`config.mk`:
```
export PLATFORM = sky130hd
export DESIGN_NAME = width_reduce_serializer
export DESIGN_NICKNAME = d
export VERILOG_FILES = /design/src/rtl/width_reduce_serializer.sv
export SDC_FILE = /design/constraint.sdc
export NUM_CORES = 1
export LEC_CHECK = 0
export ABC_AREA = 1
export CORE_MARGIN = 1
export CORE_UTILIZATION = 40
export DETAILED_ROUTE_END_ITERATION = 8
export GPL_TIMING_DRIVEN = 0
export PLACE_DENSITY = 0.78
export SLEW_MARGIN = 40
export SYNTH_ARGS = -nofsm -noshare
export SYNTH_HDL_FRONTEND = slang
export SYNTH_SLANG_ARGS = --single-unit
```
`constraint.sdc`:
```
create_clock -name clock -period 1.2 [get_ports clock]
set_input_delay 0.12 -clock clock [delete_from_list [all_inputs] [get_ports clock]]
set_output_delay 0.12 -clock clock [all_outputs]
set_load 0.01 [all_outputs]
```
`src/rtl/width_reduce_serializer.sv`:
```
// Splits an IN_WIDTH word into NSLICE OUT_WIDTH slices, LSB first, over valid/ready.
// Define SIGNED_FIT_EN to make 'fits' test sign-extension instead of zero-extension.
module width_reduce_serializer #(
  parameter int IN_WIDTH  = 8,
  parameter int OUT_WIDTH = 2,
  localparam int NSLICE   = IN_WIDTH / OUT_WIDTH,
  localparam int IDXW     = (NSLICE > 1) ? $clog2(NSLICE) : 1
) (
  input  logic                 clock,
  input  logic                 reset,
  input  logic                 in_valid,
  output logic                 in_ready,
  input  logic [IN_WIDTH-1:0]  in_data,
  output logic                 out_valid,
  input  logic                 out_ready,
  output logic [OUT_WIDTH-1:0] out_data,
  output logic [IDXW-1:0]      out_idx,
  output logic                 out_last,
  output logic                 fits
);

  typedef enum logic {
    IDLE = 1'b0,
    SEND = 1'b1
  } state_t;

  localparam logic [IDXW-1:0]     IDX_ZERO  = IDXW'(0);
  localparam logic [IDXW-1:0]     IDX_ONE   = IDXW'(1);
  localparam logic [IDXW-1:0]     IDX_LAST  = IDXW'(NSLICE - 1);
  localparam logic [IN_WIDTH-1:0] WORD_ZERO = {IN_WIDTH{1'b0}};

  // True when the whole word is recoverable from its low slice.
  function automatic logic fit_check(input logic [IN_WIDTH-1:0] w);
`ifdef SIGNED_FIT_EN
    logic [IN_WIDTH-OUT_WIDTH:0] hi;
    hi = w[IN_WIDTH-1:OUT_WIDTH-1];
    return (hi == {(IN_WIDTH-OUT_WIDTH+1){1'b0}}) || (hi == {(IN_WIDTH-OUT_WIDTH+1){1'b1}});
`else
    logic [IN_WIDTH-OUT_WIDTH-1:0] hi;
    hi = w[IN_WIDTH-1:OUT_WIDTH];
    return hi == {(IN_WIDTH-OUT_WIDTH){1'b0}};
`endif
  endfunction

  state_t              state_r, state_s;
  logic [IN_WIDTH-1:0] shreg_r, shreg_s;
  logic [IDXW-1:0]     idx_r, idx_s;
  logic                fits_r, fits_s;
  logic                last_s, accept_s, take_s;

  // Handshake decode; in_ready depends combinationally on out_ready for gapless reload.
  always_comb begin
    last_s    = (state_r == SEND) && (idx_r == IDX_LAST);
    in_ready  = reset && ((state_r == IDLE) || (last_s && out_ready));
    out_valid = reset && (state_r == SEND);
    accept_s  = in_valid && in_ready;
    take_s    = out_valid && out_ready;
  end

  // Next-state logic; registers are cleared on return to IDLE so idle outputs read 0.
  always_comb begin
    state_s = state_r;
    shreg_s = shreg_r;
    idx_s   = idx_r;
    fits_s  = fits_r;
    case (state_r)
      IDLE: begin
        if (accept_s) begin
          state_s = SEND;
          shreg_s = in_data;
          idx_s   = IDX_ZERO;
          fits_s  = fit_check(in_data);
        end else begin
          state_s = IDLE;
        end
      end
      SEND: begin
        if (take_s && last_s && accept_s) begin
          state_s = SEND;
          shreg_s = in_data;
          idx_s   = IDX_ZERO;
          fits_s  = fit_check(in_data);
        end else if (take_s && last_s) begin
          state_s = IDLE;
          shreg_s = WORD_ZERO;
          idx_s   = IDX_ZERO;
          fits_s  = 1'b0;
        end else if (take_s) begin
          shreg_s = shreg_r >> OUT_WIDTH;
          idx_s   = idx_r + IDX_ONE;
        end else begin
          state_s = SEND;
        end
      end
      default: begin
        state_s = IDLE;
        shreg_s = WORD_ZERO;
        idx_s   = IDX_ZERO;
        fits_s  = 1'b0;
      end
    endcase
  end

  // State and datapath registers with synchronous active-low reset.
  always_ff @(posedge clock) begin
    if (!reset) begin
      state_r <= IDLE;
      shreg_r <= WORD_ZERO;
      idx_r   <= IDX_ZERO;
      fits_r  <= 1'b0;
    end else begin
      state_r <= state_s;
      shreg_r <= shreg_s;
      idx_r   <= idx_s;
      fits_r  <= fits_s;
    end
  end

  assign out_data = shreg_r[OUT_WIDTH-1:0];
  assign out_idx  = idx_r;
  assign out_last = last_s;
  assign fits     = fits_r;

endmodule

```
# [Word level (Yosys, flattened, before mapping)]
# Index checks and enable logic that the tools add are counted.
[word_totals] ff_bits=12 latch_bits=0 mem_bits_rw=0 mem_bits_ro=0 inputBits=12 output_inout_bits=8 wordCells=40 n_memories=0
[classes] n_addsub=1 multipliers=0 div_mod_pow=0 order_cmp=0 eq_ne=4 shifts=0 muxes=18 n_bitwise=1 reduce_logical=12
[ops] operator="two-way mux 8 bit" n=4
[ops] operator="one-hot mux 8 bit (2 select lines)" n=1
[ops] operator="logical AND 1 bit" n=8
[ops] operator="two-way mux 2 bit" n=4
[ops] operator="zero test 6 bit" n=1
[ops] operator="two-way mux 1 bit" n=6
[ops] operator="inequality test 4 x 1 -> 1 bit, second input constant" n=1
[ops] operator="one-hot mux 1 bit (2 select lines)" n=2
[ops] operator="one-hot mux 2 bit (2 select lines)" n=1
[ops] operator="AND reduction 2 bit" n=2
[ops] operator="inequality test 3 x 1 -> 1 bit, second input constant" n=1
[ops] operator="adder 2 x 1 -> 2 bit, second input constant" n=1
[ops] operator="== test 2 bit, second input constant" n=1
[ops] operator="inequality test 2 bit, second input constant" n=1
[ops] operator="logical OR 1 bit" n=1
[ops] operator="inverter 1 bit" n=1

# [Depth between registers and ports, before layout]
# Gate-level depths: netlist of the first run.
[depth] depth_word=9 mapped_depth=8 mapped_depth_nobuf=8

# [Worst setup path after synthesis of the first run]
# OpenSTA, ideal clock, no wires.
[synth_path] kind="register to register" from="register idx_r[0] (netlist: out_idx[0])" to="register shreg_r[2]" setup_ns=0.115 arrival_ns=1.128 required_ns=1.085 setup_slack_ns=-0.042 path_stages_with_launch=9 path_buffers=0 synth_period_minus_slack_ns=1.242 path_cell_list="dfxtp_1 -> ha_1 -> nand2_1 -> inv_1 -> nand2_1 -> nand3_1 -> nand2_1 -> nor2_1 -> nor2_1"
[synth_via] elab_chain_cells=9 elab_cells_between_ends=14 cone_classes="3 x eq/ne; 3 x mux; 8 x reduce/logical"
[synth_lines] item="start, declared" line="47" source="logic [IDXW-1:0] idx_r, idx_s;"
[synth_lines] item="start signal, assigned" line="114" source="idx_r <= idx_s;"
[synth_lines] item="== test 2 bit (*)" line="53" source="last_s = (state_r == SEND) && (idx_r == IDX_LAST);"
[synth_lines] item="logical AND 1 bit (*)" line="53"
[synth_lines] item="logical AND 1 bit" line="54" source="in_ready = reset && ((state_r == IDLE) || (last_s && out_ready));"
[synth_lines] item="logical OR 1 bit" line="54"
[synth_lines] item="logical AND 1 bit" line="54"
[synth_lines] item="logical AND 1 bit" line="56" source="accept_s = in_valid && in_ready;"
[synth_lines] item="logical AND 1 bit" line="78" source="if (take_s && last_s && accept_s) begin"
[synth_lines] item="inequality test 4 x 1 -> 1 bit (no source line) / two-way mux 8 bit (equally long branches)"
[synth_lines] item="AND reduction 2 bit (no source line) / one-hot mux 8 bit (2 select lines) (equally long branches)"
[synth_lines] item="end signal, assigned" line="113" source="shreg_r <= shreg_s;"
[synth_lines] item="end, declared" line="46" source="logic [IN_WIDTH-1:0] shreg_r, shreg_s;"
# Every way passes the cells marked *; elsewhere a longest branch is shown, timed or not.
# A chain may end at the register's enable or synchronous reset.

# [Worst setup path in the final report of the first run]
[layout_path] from="register idx_r[1] (netlist: out_idx[1])" to="output port in_ready"
[layout_via] elab_chain_cells=5
[layout_lines] item="== test 2 bit" line="53"
[layout_lines] item="logical AND 1 bit" line="53"
[layout_lines] item="logical AND 1 bit" line="54"
[layout_lines] item="logical OR 1 bit" line="54"
[layout_lines] item="logical AND 1 bit" line="54"
[layout_lines] item="end, declared" line="12" source="output logic in_ready,"
# No other way between the ends.

==> results.md, run 1 <==
* Avg Synthesized Cell Area at 6.50 um2
* Die Ht at 42.7 um
* Sequential share of power at 42.7%
* Syn Nets at 115
* Critical Path Source Type: register
* Vias in the first global route at 597
* Row cnt at 14
* First-pass DRT Iterations at 4
* Final HPWL DP at 1090 um
* Drt via density at 5.15
* Fill cells at 133
* Multi-input gate area at 403 um2
* Register area at 249 um2
* Worst path required time at 1.08 ns
* Root Driver: clkbuf_4
* Starting Density at 43.5%
* CTS tree: yes
* Final antenna-violating net count at 0
* Core ar. at 0.00152 mm2
* Pint at 0.000749 W
* Post-Route WL at 1850 um
* Global-route wire length before repair at 2570 um
* HP Class: primary input to register
* Final hold slack at 0.456 ns
* Endpoint class of the critical path: output pin
* Synthesized instance count at 102
* CTS Buffer Depth at 2
* Routability cong. at 0.773
* Max FO, Critical Path at 4
* Sequential fraction of the synthesis area at 36.2%
* Status: finished with violations
* Sw Ratio at 28.3%
* Peak VDD IR at 993 uV
* CTS Sinks at 12
* Min Tclk post-route at 1.29 ns
* CP max-delay cell: dfxtp_4
* Fin nets at 147
* Comb power frac at 25.8%
* Fin Clk Skew at 0.00372 ns
* Cells along the critical path: ha_4 -> nand2_4 -> a21oi_2 -> buf_2
* Layout area overhead at 56.0%
* Crit path DAT at 1.17 ns
* Cell Area, Synth at 663 um2
* Path type of the worst setup path: register to output pin
* Worst path max stage delay at 0.36 ns
* Number of DRC markers in iteration 0 at 22
* Via count at 767
* Fin worst setup slack at -0.0854 ns
* Place WS at -0.384 ns
* # setup viols final at 6
* Yosys cell types at 17
* Inserted Diodes at 0
* Routed wire per std cell at 12.4 um
* GRT Overall Usage at 18.8%
* Clk_lat worst skew at 0.28 ns
* Slew headroom at 70.1%
* Initial antenna violation count at 0
* Clk pwr share at 31.5%
* Maximum number of pins on one net before global-route repair at 11
* Peak Freq at 778 MHz
* Share of cells above drive strength 1 at 27.8%
* Die area at 0.00182 mm2
* TritonCTS buffer count at 3
* Crit share post-route at 107%
* PortBufs at 19
* RSZ-0062 raised after global routing: true
* Max-slew violations at 0
* Leak pwr at 0.518 nW
* Pwr/cell area at 1010 mW/mm2
* Sw power at 0.000296 W
* FF+latch count, synth at 12
* DRC Markers at 0
* Die W at 42.7 um
* Synth warnings at 0
* IO Count at 20
* Max-cap check violation count at 0
* Reg clk slew, reported paths at 0.08 ns
* CTS H-tree depth at 1
* Slew at the pin closest to its max-slew limit at 0.449 ns
* Final Hold Viols at 0
* Hold-fix buffers at CTS at 0
* Grt total ovfl at 0
* Violated checks: setup timing
## power by group through the flow
stage / Sequential (W) / Combinational [W] / Clock, W
floorplan: 0.000456 / 0.000130 / 0
CTS: 0.000448 / 0.000222 / 0.000336
global route: 0.000450 / 0.000294 / 0.000352
global placement: 0.000455 / 0.000222 / 0
detailed placement: 0.000456 / 0.000226 / 0
finish: 0.000446 / 0.000270 / 0.000330
## critical path: cells and delay by family (launching register included)
family                     cells  cell delay, ns
AOI/OAI and AO/OA              1            0.15
adders and majority gates      1            0.14
buffers and inverters          1            0.15
DFF                            1            0.36
and+or+nand+nor                1            0.08
## sequential cells by signal, indices dropped and copies added (netlist names)
| register | count |
|---|---|
| fits | 1 |
| out_idx | 2 |
| shreg_r | 8 |
| state_r | 1 |
## cell type report
cell class,count,share of cell area (%)
Multi-Input combinational cell,72,38.9
Inverter,13,4.72
Sequential cell,12,24.1
Timing Repair Buffer,27,22.9
Clock buffer,4,3.51
Tap cell,16,1.93
Buffer,5,3.99
## what timing repair did
action                     4_1_cts  5_1_grt
setup endpoints to repair       15       12
pin swaps                        1        3
gates resized for setup         22       12
buffers inserted                 0        8
## cells in the final DEF (no fill, tap or decap), types with 3 or more instances in the layout
master / count
a21oi_1: 4
a21oi_2: 3
buf_4: 9
buf_6: 3
clkbuf_4: 3
clkdlybuf4s50_1: 11
dfxtp_1: 9
dlygate4sd2_1: 6
inv_1: 12
nand2_1: 15
nand2_4: 4
nand3_1: 8
nor2_1: 21
o21ai_1: 7
## cells by family after synthesis
| family | count (synthesis) | synth area share (%) |
|---|---|---|
| fa+ha+maj | 1 | 1.89 |
| flops | 12 | 36.2 |
| buf+inv | 18 | 12.4 |
| compound gates | 18 | 15.7 |
| simple gates | 53 | 33.8 |
## synthesized netlist by cell type
| cell | count | share of area (%) |
|---|---|---|
| ha_1 | 1 | 1.9 |
| dfxtp_1 | 12 | 36 |
| buf_4 | 2 | 2.3 |
| nand3_1 | 10 | 7.5 |
| nor2_1 | 23 | 13 |
| a21oi_1 | 7 | 5.3 |
| buf_6 | 1 | 1.7 |
| inv_1 | 12 | 6.8 |
| nand2_1 | 17 | 9.6 |
| o21ai_1 | 8 | 6.0 |
| nand2_2 | 2 | 1.9 |
| inv_2 | 1 | 0.57 |
| clkbuf_1 | 1 | 0.57 |
| o21bai_4 | 1 | 2.8 |
| buf_1 | 1 | 0.57 |
| nand2_4 | 1 | 1.7 |
| o21ai_0 | 2 | 1.5 |
## final timing paths
path / from / to / slack (ns) / depth (start not counted)
hold reg to reg: shreg_r[1] / shreg_r[1] / 0.51 / 2
hold / removal: in_valid / state_r / 0.46 / 3
setup / recovery: out_idx[1] / in_ready / -0.09 / 4
setup reg to reg: out_idx[1] / shreg_r[6] / -0.03 / 6
## metrics by stage
stage | power [W] | area (um2) | util (%) | TNS [ns] | instances
3_5_place_dp | 0.000682 | 878 | 57.6 | -2.90 | 137
4_1_cts | 0.00101 | 937 | 61.5 | -0.100 | 141
6_report | 0.00105 | 1030 | 67.9 | -0.235 | 149
3_3_place_gp | 0.000678 | 878 | 57.6 | -2.51 | 137
5_1_grt | 0.00110 | 1030 | 67.9 | -0.861 | 149
2_1_floorplan | 0.000586 | 668 | - | 0 | 102
## per-layer routing
layer  vias to the layer above  wire length [um]  track usage (%)
li1                        381                 -                -
met3                         4               111             7.66
met1                       354               748             24.3
met5                         -                 0                0
met4                         0                24             5.63
met2                        28               969             28.5
No activity file was read; power rests on OpenSTA's default activity.
==> inputs of run 2 (changes only) <==
CELL_PAD_IN_SITES_DETAIL_PLACEMENT = 0   (was default)
CELL_PAD_IN_SITES_GLOBAL_PLACEMENT = 2   (was default)
CORE_UTILIZATION = 21   (was 40)
GPL_ROUTABILITY_DRIVEN = 1   (was default)
==> run 2 against run 1 <==
  * The flow still finishes with violations (setup timing)
  * Fmax up 4.4%
  * Sequential share of layout area up 0.058 points
  * Combinational power down 7%
  * First-iteration DRC count down 59%
  * Non-clock buffer count down 5
  * Clock-buffer cell count unchanged
  * Largest cell class unchanged
  * Global-route usage down 7.4 points
  * Die area up 86%
  * Largest power group unchanged
  * Critical path depth unchanged
  * Via count down 9.6%
  * Register-to-register slack better by 0.05 ns
==> results.md, run 2 (same netlist as run 1, synthesis figures left out) <==
* Status: finished with violations
* Violated checks: setup timing
* Root Driver: clkbuf_4
* Max-slew violations at 0 (unchanged)
* Fin Clk Skew at 0.00467 ns (+0.000953 ns)
* Reg clk slew, reported paths at 0.08 ns (about the same)
* Number of DRC markers in iteration 0 at 9 (-59%)
* Leak pwr at 0.496 nW (-4.3%)
* Comb power frac at 24.3% (-1.5 points)
* Clk_lat worst skew at 0.27 ns (about the same)
* Max-cap check violation count at 0 (unchanged)
* Post-Route WL at 1660 um (-10%)
* PortBufs at 19 (unchanged)
* Global-route wire length before repair at 2880 um (+12%)
* Max FO, Critical Path at 4 (unchanged)
* Most frequent cells in the layout: nor2_1 (22), nand2_1 (14), inv_1 (12)
* Final core utilization at 34.1% (-34 points)
* RSZ-0062 raised after global routing: true
* Clk pwr share at 32.4% (+0.9 points)
* Final hold slack at 0.453 ns (-0.00301 ns)
* Min-delay src: in_valid
* Final HPWL DP at 1140 um (+4.6%)
* Pint at 0.000742 W (-1.0%)
* Final antenna-violating net count at 0 (unchanged)
* Min Tclk post-route at 1.23 ns (-0.0546 ns)
* Place WS at -0.363 ns (+0.0210 ns)
* Endpoint class of the critical path: output pin
* Die Ht at 58.2 um (+36%)
* Inserted Diodes at 0 (unchanged)
* TritonCTS buffer count at 3 (unchanged)
* Routability cong. at 0.677 (-12%)
* Die area at 0.00339 mm2 (+86%)
* Slew at the pin closest to its max-slew limit at 0.478 ns (+0.0288 ns)
* Worst r2r dst: shreg_r[0]
* Reg2Reg Setup Slack at 0.02 ns (+0.05 ns)
* HP Class: primary input to register
* CTS Sinks at 12 (unchanged)
* Row cnt at 20 (+6)
* GRT Overall Usage at 11.4% (-7.4 points)
* Fin worst setup slack at -0.0307 ns (+0.0546 ns)
* Final Instance Area at 0.00103 mm2 (-0.24%)
* Area post-placement at 913 um2 (+4.0%)
* Maximum number of pins on one net before global-route repair at 11 (unchanged)
* Crit share post-route at 103% (-4.6 points)
* Starting Density at 21.9% (-22 points)
* DRC Markers at 0 (unchanged)
* Grt total ovfl at 0 (unchanged)
* Fin nets at 142 (-3.4%)
* CTS tree: yes
* Reg with most FFs: shreg_r
* Crit path DAT at 1.11 ns (-0.06 ns)
* Drt via density at 4.03 (-22%)
* Via count at 693 (-9.6%)
* Worst path required time at 1.08 ns (about the same)
* CTS H-tree depth at 1 (unchanged)
* First-pass DRT Iterations at 4 (unchanged)
* Sw power at 0.000292 W (-1.6%)
* Path type of the worst setup path: register to output pin
* Slew headroom at 68.1% (-1.9 points)
* Critical Path Source Type: register
* Layout area overhead at 55.7%
* # setup viols final at 1 (-5)
* Overall power at 0.00103 W (-1.2%)
* Largest register FFs at 8 (unchanged)
* Peak Freq at 813 MHz (+4.4%)
* Initial antenna violation count at 0 (unchanged)
* Final Hold Viols at 0 (unchanged)
* Sequential share of power at 43.3% (+0.6 points)
* Crit path from: out_idx[0]
* Share of cells above drive strength 1 at 21.9% (-5.9 points)
* Worst reg2reg startpoint: out_idx[0]
* Sw Ratio at 28.2% (-0.12 points)
* CTS Buffer Depth at 2 (unchanged)
* CP endpoint: in_ready
* Commonest non-fill, non-tap cell in the layout: nor2_1
* Pwr/cell area at 1000 mW/mm2 (-0.94%)
* Core ar. at 0.00303 mm2 (+99%)
* Routed wire per std cell at 9.65 um (-22%)
* IO Count at 20 (unchanged)
* Vias in the first global route at 682 (+14%)
* Die W at 58.2 um (+36%)
* Peak VDD IR at 256 uV (-74%)
* R2R depth at 7 (+1)
[run 2: cell type report]
cell class                 instances  area [um2]
fill                             316        2000
clock buffer                       4        36.3
timing repair buffer              22         208
tap                               44        55.1
inverter                          13        48.8
sequential                        12         249
buffer                             5        45.0
multi-input combinational         72         390
[run 2: worst min-delay path by stage]
stage | end | slack (ns) | depth (start not counted)
after global placement | out_idx[0] | 0.47 | 2
after detailed placement | out_idx[0] | 0.49 | 2
after CTS | state_r | 0.45 | 3
final | state_r | 0.45 | 3
after global routing | state_r | 0.45 | 3
after floorplan | state_r | 0.27 | 2
[run 2: per-stage QoR]
step	std cells	setup TNS [ns]
floorplan	102	0
global placement	165	-3.25
detailed placement	165	-3.15
CTS	170	-0.0979
global route	172	-0.674
finish	172	-0.0307
[run 2: what timing repair did]
item | in CTS | in global routing
gates resized for setup | 22 | 10
endpoints found under the hold margin | 0 | 0
setup buffers | 1 | 2
pin swaps | 0 | 2
endpoints found under the setup margin | 15 | 12
hold buffers | 0 | 0
[run 2: worst max-delay path, cell delays in order, from the launching register on]
cell	delay [ns]
dfxtp_4	0.37
ha_4	0.15
nand2_4	0.07
a21oi_2	0.11
buf_2	0.14
[run 2: routing by layer]
metal  vias up  wire [um]  GRT usage, %
li1        373          -             -
met1       305        801          13.3
met2        13        795          19.2
met3         2         34          2.01
met4         0         27          7.14
met5         -          0             0
[run 2: power groups by stage]
| stage | Clock, W | Sequential (W) | Combinational, W |
|---|---|---|---|
| 6_report | 0.000335 | 0.000448 | 0.000251 |
| 5_1_grt | 0.000371 | 0.000453 | 0.000281 |
| 4_1_cts | 0.000350 | 0.000449 | 0.000231 |
| 3_5_place_dp | 0 | 0.000456 | 0.000229 |
| 3_3_place_gp | 0 | 0.000455 | 0.000229 |
| 2_1_floorplan | 0 | 0.000456 | 0.000130 |
==> inputs of run 3 (changes only) <==
CORE_UTILIZATION = 23   (was 21)
PLACE_DENSITY = 0.81   (was 0.78)
TNS_END_PERCENT = 10   (was default)
clock period = 1.3 ns   (was 1.2 ns; I/O delays follow)
==> run 3 against run 2 <==
  * Via count increased by 0.29%
  * Total power decreased by 9.7%
  * Wire length increased by 3.3%
  * Sequential power decreased by 7.8%
  * Sequential cell count unchanged
  * Clock-buffer cell count unchanged
  * Worst setup slack improved by 0.073 ns
  * Cell count decreased by 8.7%
  * The run now ends clean
  * Utilization increased by 1.2 points
  * Highest routed layer unchanged
  * Sequential share of layout area increased by 1.4 points
  * Clock skew decreased by 0.0030 ns
==> results.md, run 3 (same netlist as run 1, synthesis figures left out) <==
* Sequential share of power at 44.2% (+0.9 points)
* Maximum number of pins on one net before global-route repair at 11 (unchanged)
* Fill cells at 303 (-4.1%)
* DRC Markers at 0 (unchanged)
* Die Ht at 55.7 um (-4.3%)
* Core ar. at 0.00273 mm2 (-9.7%)
* Sw Ratio at 27.9% (-0.34 points)
* CTS Sinks at 12 (unchanged)
* Die W at 55.7 um (-4.3%)
* Worst path required time at 1.17 ns (+0.09 ns)
* Min Tclk post-route at 1.26 ns
* Max-slew violations at 0 (unchanged)
* Largest register FFs at 8 (unchanged)
* IO Count at 20 (unchanged)
* Final Hold Viols at 0 (unchanged)
* Share of cells above drive strength 1 at 19.0% (-2.8 points)
* Reg clk slew, reported paths at 0.08 ns (about the same)
* Status: finished, final reports clean
* Clk_lat worst skew at 0.27 ns (about the same)
* HP Class: primary input to register
* Clk pwr share at 33.0% (+0.6 points)
* Path type of the worst setup path: register to output pin
* Pwr/cell area at 968 mW/mm2 (-3.3%)
* Reg2Reg Setup Slack at 0.13 ns (+0.11 ns)
* Row cnt at 19 (-5.0%)
* Leak pwr at 0.492 nW (-0.74%)
* Routed wire per std cell at 10.9 um (+13%)
* Fin worst setup slack at 0.0419 ns (+0.0726 ns)
* Final antenna-violating net count at 0 (unchanged)
* # setup viols final at 0 (-1)
* PortBufs at 19 (unchanged)
* Crit share post-route at 96.8%
* Peak Freq at 795 MHz
* Starting Density at 24.3% (+2.4 points)
* Via count at 695 (+0.29%)
* Critical Path Source Type: register
* Crit path DAT at 1.13 ns (+0.02 ns)
* Peak VDD IR at 404 uV (+58%)
* Most frequent cells in the layout: nor2_1 (23), nand2_1 (15), inv_1 (12)
* Hold-fix buffers at CTS at 0 (unchanged)
* GRT Overall Usage at 12.2% (+0.78 points)
* Sw power at 0.000260 W (-11%)
* Max-cap check violation count at 0 (unchanged)
* Reg with most FFs: shreg_r
* Drt via density at 4.43 (+9.9%)
* CTS tree: yes
* Number of DRC markers in iteration 0 at 10 (+1)
* Pint at 0.000673 W (-9.2%)
* Die area at 0.00310 mm2 (-8.4%)
* Slew at the pin closest to its max-slew limit at 0.434 ns (-0.0441 ns)
* Fin nets at 140 (-1.4%)
* Fin Clk Skew at 0.00165 ns (-0.00302 ns)
* Final core utilization at 35.3% (+1.2 points)
* Final HPWL DP at 1230 um (+7.7%)
* Initial antenna violation count at 0 (unchanged)
* Root Driver: clkbuf_4
* Routability cong. at 0.742 (+9.7%)
* Slew headroom at 71.1% (+2.9 points)
* Post-Route WL at 1710 um (+3.3%)
* Global-route wire length before repair at 2970 um (+2.9%)
* Inserted Diodes at 0 (unchanged)
* Place WS at -0.290 ns (+0.0730 ns)
* Grt total ovfl at 0 (unchanged)
* Final hold slack at 0.447 ns (-0.00581 ns)
* TritonCTS buffer count at 3 (unchanged)
* CTS Buffer Depth at 2 (unchanged)
* Comb power frac at 22.8% (-1.5 points)
* RSZ-0062 raised after global routing: true
* Layout area overhead at 45.5%
* Endpoint class of the critical path: output pin
* Commonest non-fill, non-tap cell in the layout: nor2_1
* Vias in the first global route at 687 (+0.73%)
* Max FO, Critical Path at 4 (unchanged)
* CTS H-tree depth at 1 (unchanged)
* First-pass DRT Iterations at 4 (unchanged)
-- run 3: changes by cell type in the layout (fill, tap and decap cells not counted), sizes merged --
| cell | before | now |
|---|---|---|
| buf | 9 | 8 |
| clkbuf | 5 | 6 |
| dlygate4sd2 | 6 | 2 |
| dlymetal6s2s | 0 | 2 |
-- run 3: per-layer routing --
| layer | routed length (um) | global-route usage (%) |
|---|---|---|
| met1 | 770 | 15.0 |
| met2 | 876 | 20.3 |
| met3 | 28 | 1.40 |
| met4 | 38 | 7.14 |
| met5 | 0 | 0 |
-- run 3: path summary, 6_finish.rpt --
path,start,endpoint,cells after the start
worst max-delay path,out_idx[0],in_ready,4
worst max register to register,out_idx[0],shreg_r[2],7
worst min-delay path,in_valid,state_r,3
worst min register to register,shreg_r[1],shreg_r[1],2
-- run 3: critical path, stage by stage (launching register included) --
cell,delay [ns]
dfxtp_2,0.36
ha_4,0.14
nand2_2,0.08
a21oi_1,0.12
buf_2,0.14
-- run 3: repair_timing --
action                                  CTS  global route
gates resized for setup                  18             8
endpoints found under the hold margin     0             0
pin swaps                                 0             0
endpoints found under the setup margin   14            11
setup buffers                             1             0
-- run 3: layout make-up --
type,count,area [um2],share of cell area (%)
inverters,13,48.8,5.06
flip-flops and latches,12,246,25.6
well taps,31,38.8,4.02
plain buffers,5,41.3,4.28
multi-input cells,72,368,38.1
repair buffers,20,185,19.2
clock buffers,4,36.3,3.76
-- run 3: power groups by stage --
| stage | clock [W] | combinational (W) | sequential (W) |
|---|---|---|---|
| detailed placement | 0 | 0.000211 | 0.000420 |
| CTS | 0.000323 | 0.000212 | 0.000412 |
| finish | 0.000308 | 0.000213 | 0.000413 |
| global placement | 0 | 0.000211 | 0.000420 |
| global route | 0.000346 | 0.000240 | 0.000418 |
| floorplan | 0 | 0.000120 | 0.000420 |
-- run 3: stage by stage --
step	TNS (ns)	total power, W	cell area, um2	instances
3_5_place_dp	-1.96	0.000631	892	152
5_1_grt	-0.0521	0.00100	965	157
3_3_place_gp	-2.10	0.000631	892	152
4_1_cts	-0.0113	0.000947	940	157
6_report	0	0.000934	965	157
2_1_floorplan	0	0.000540	663	102
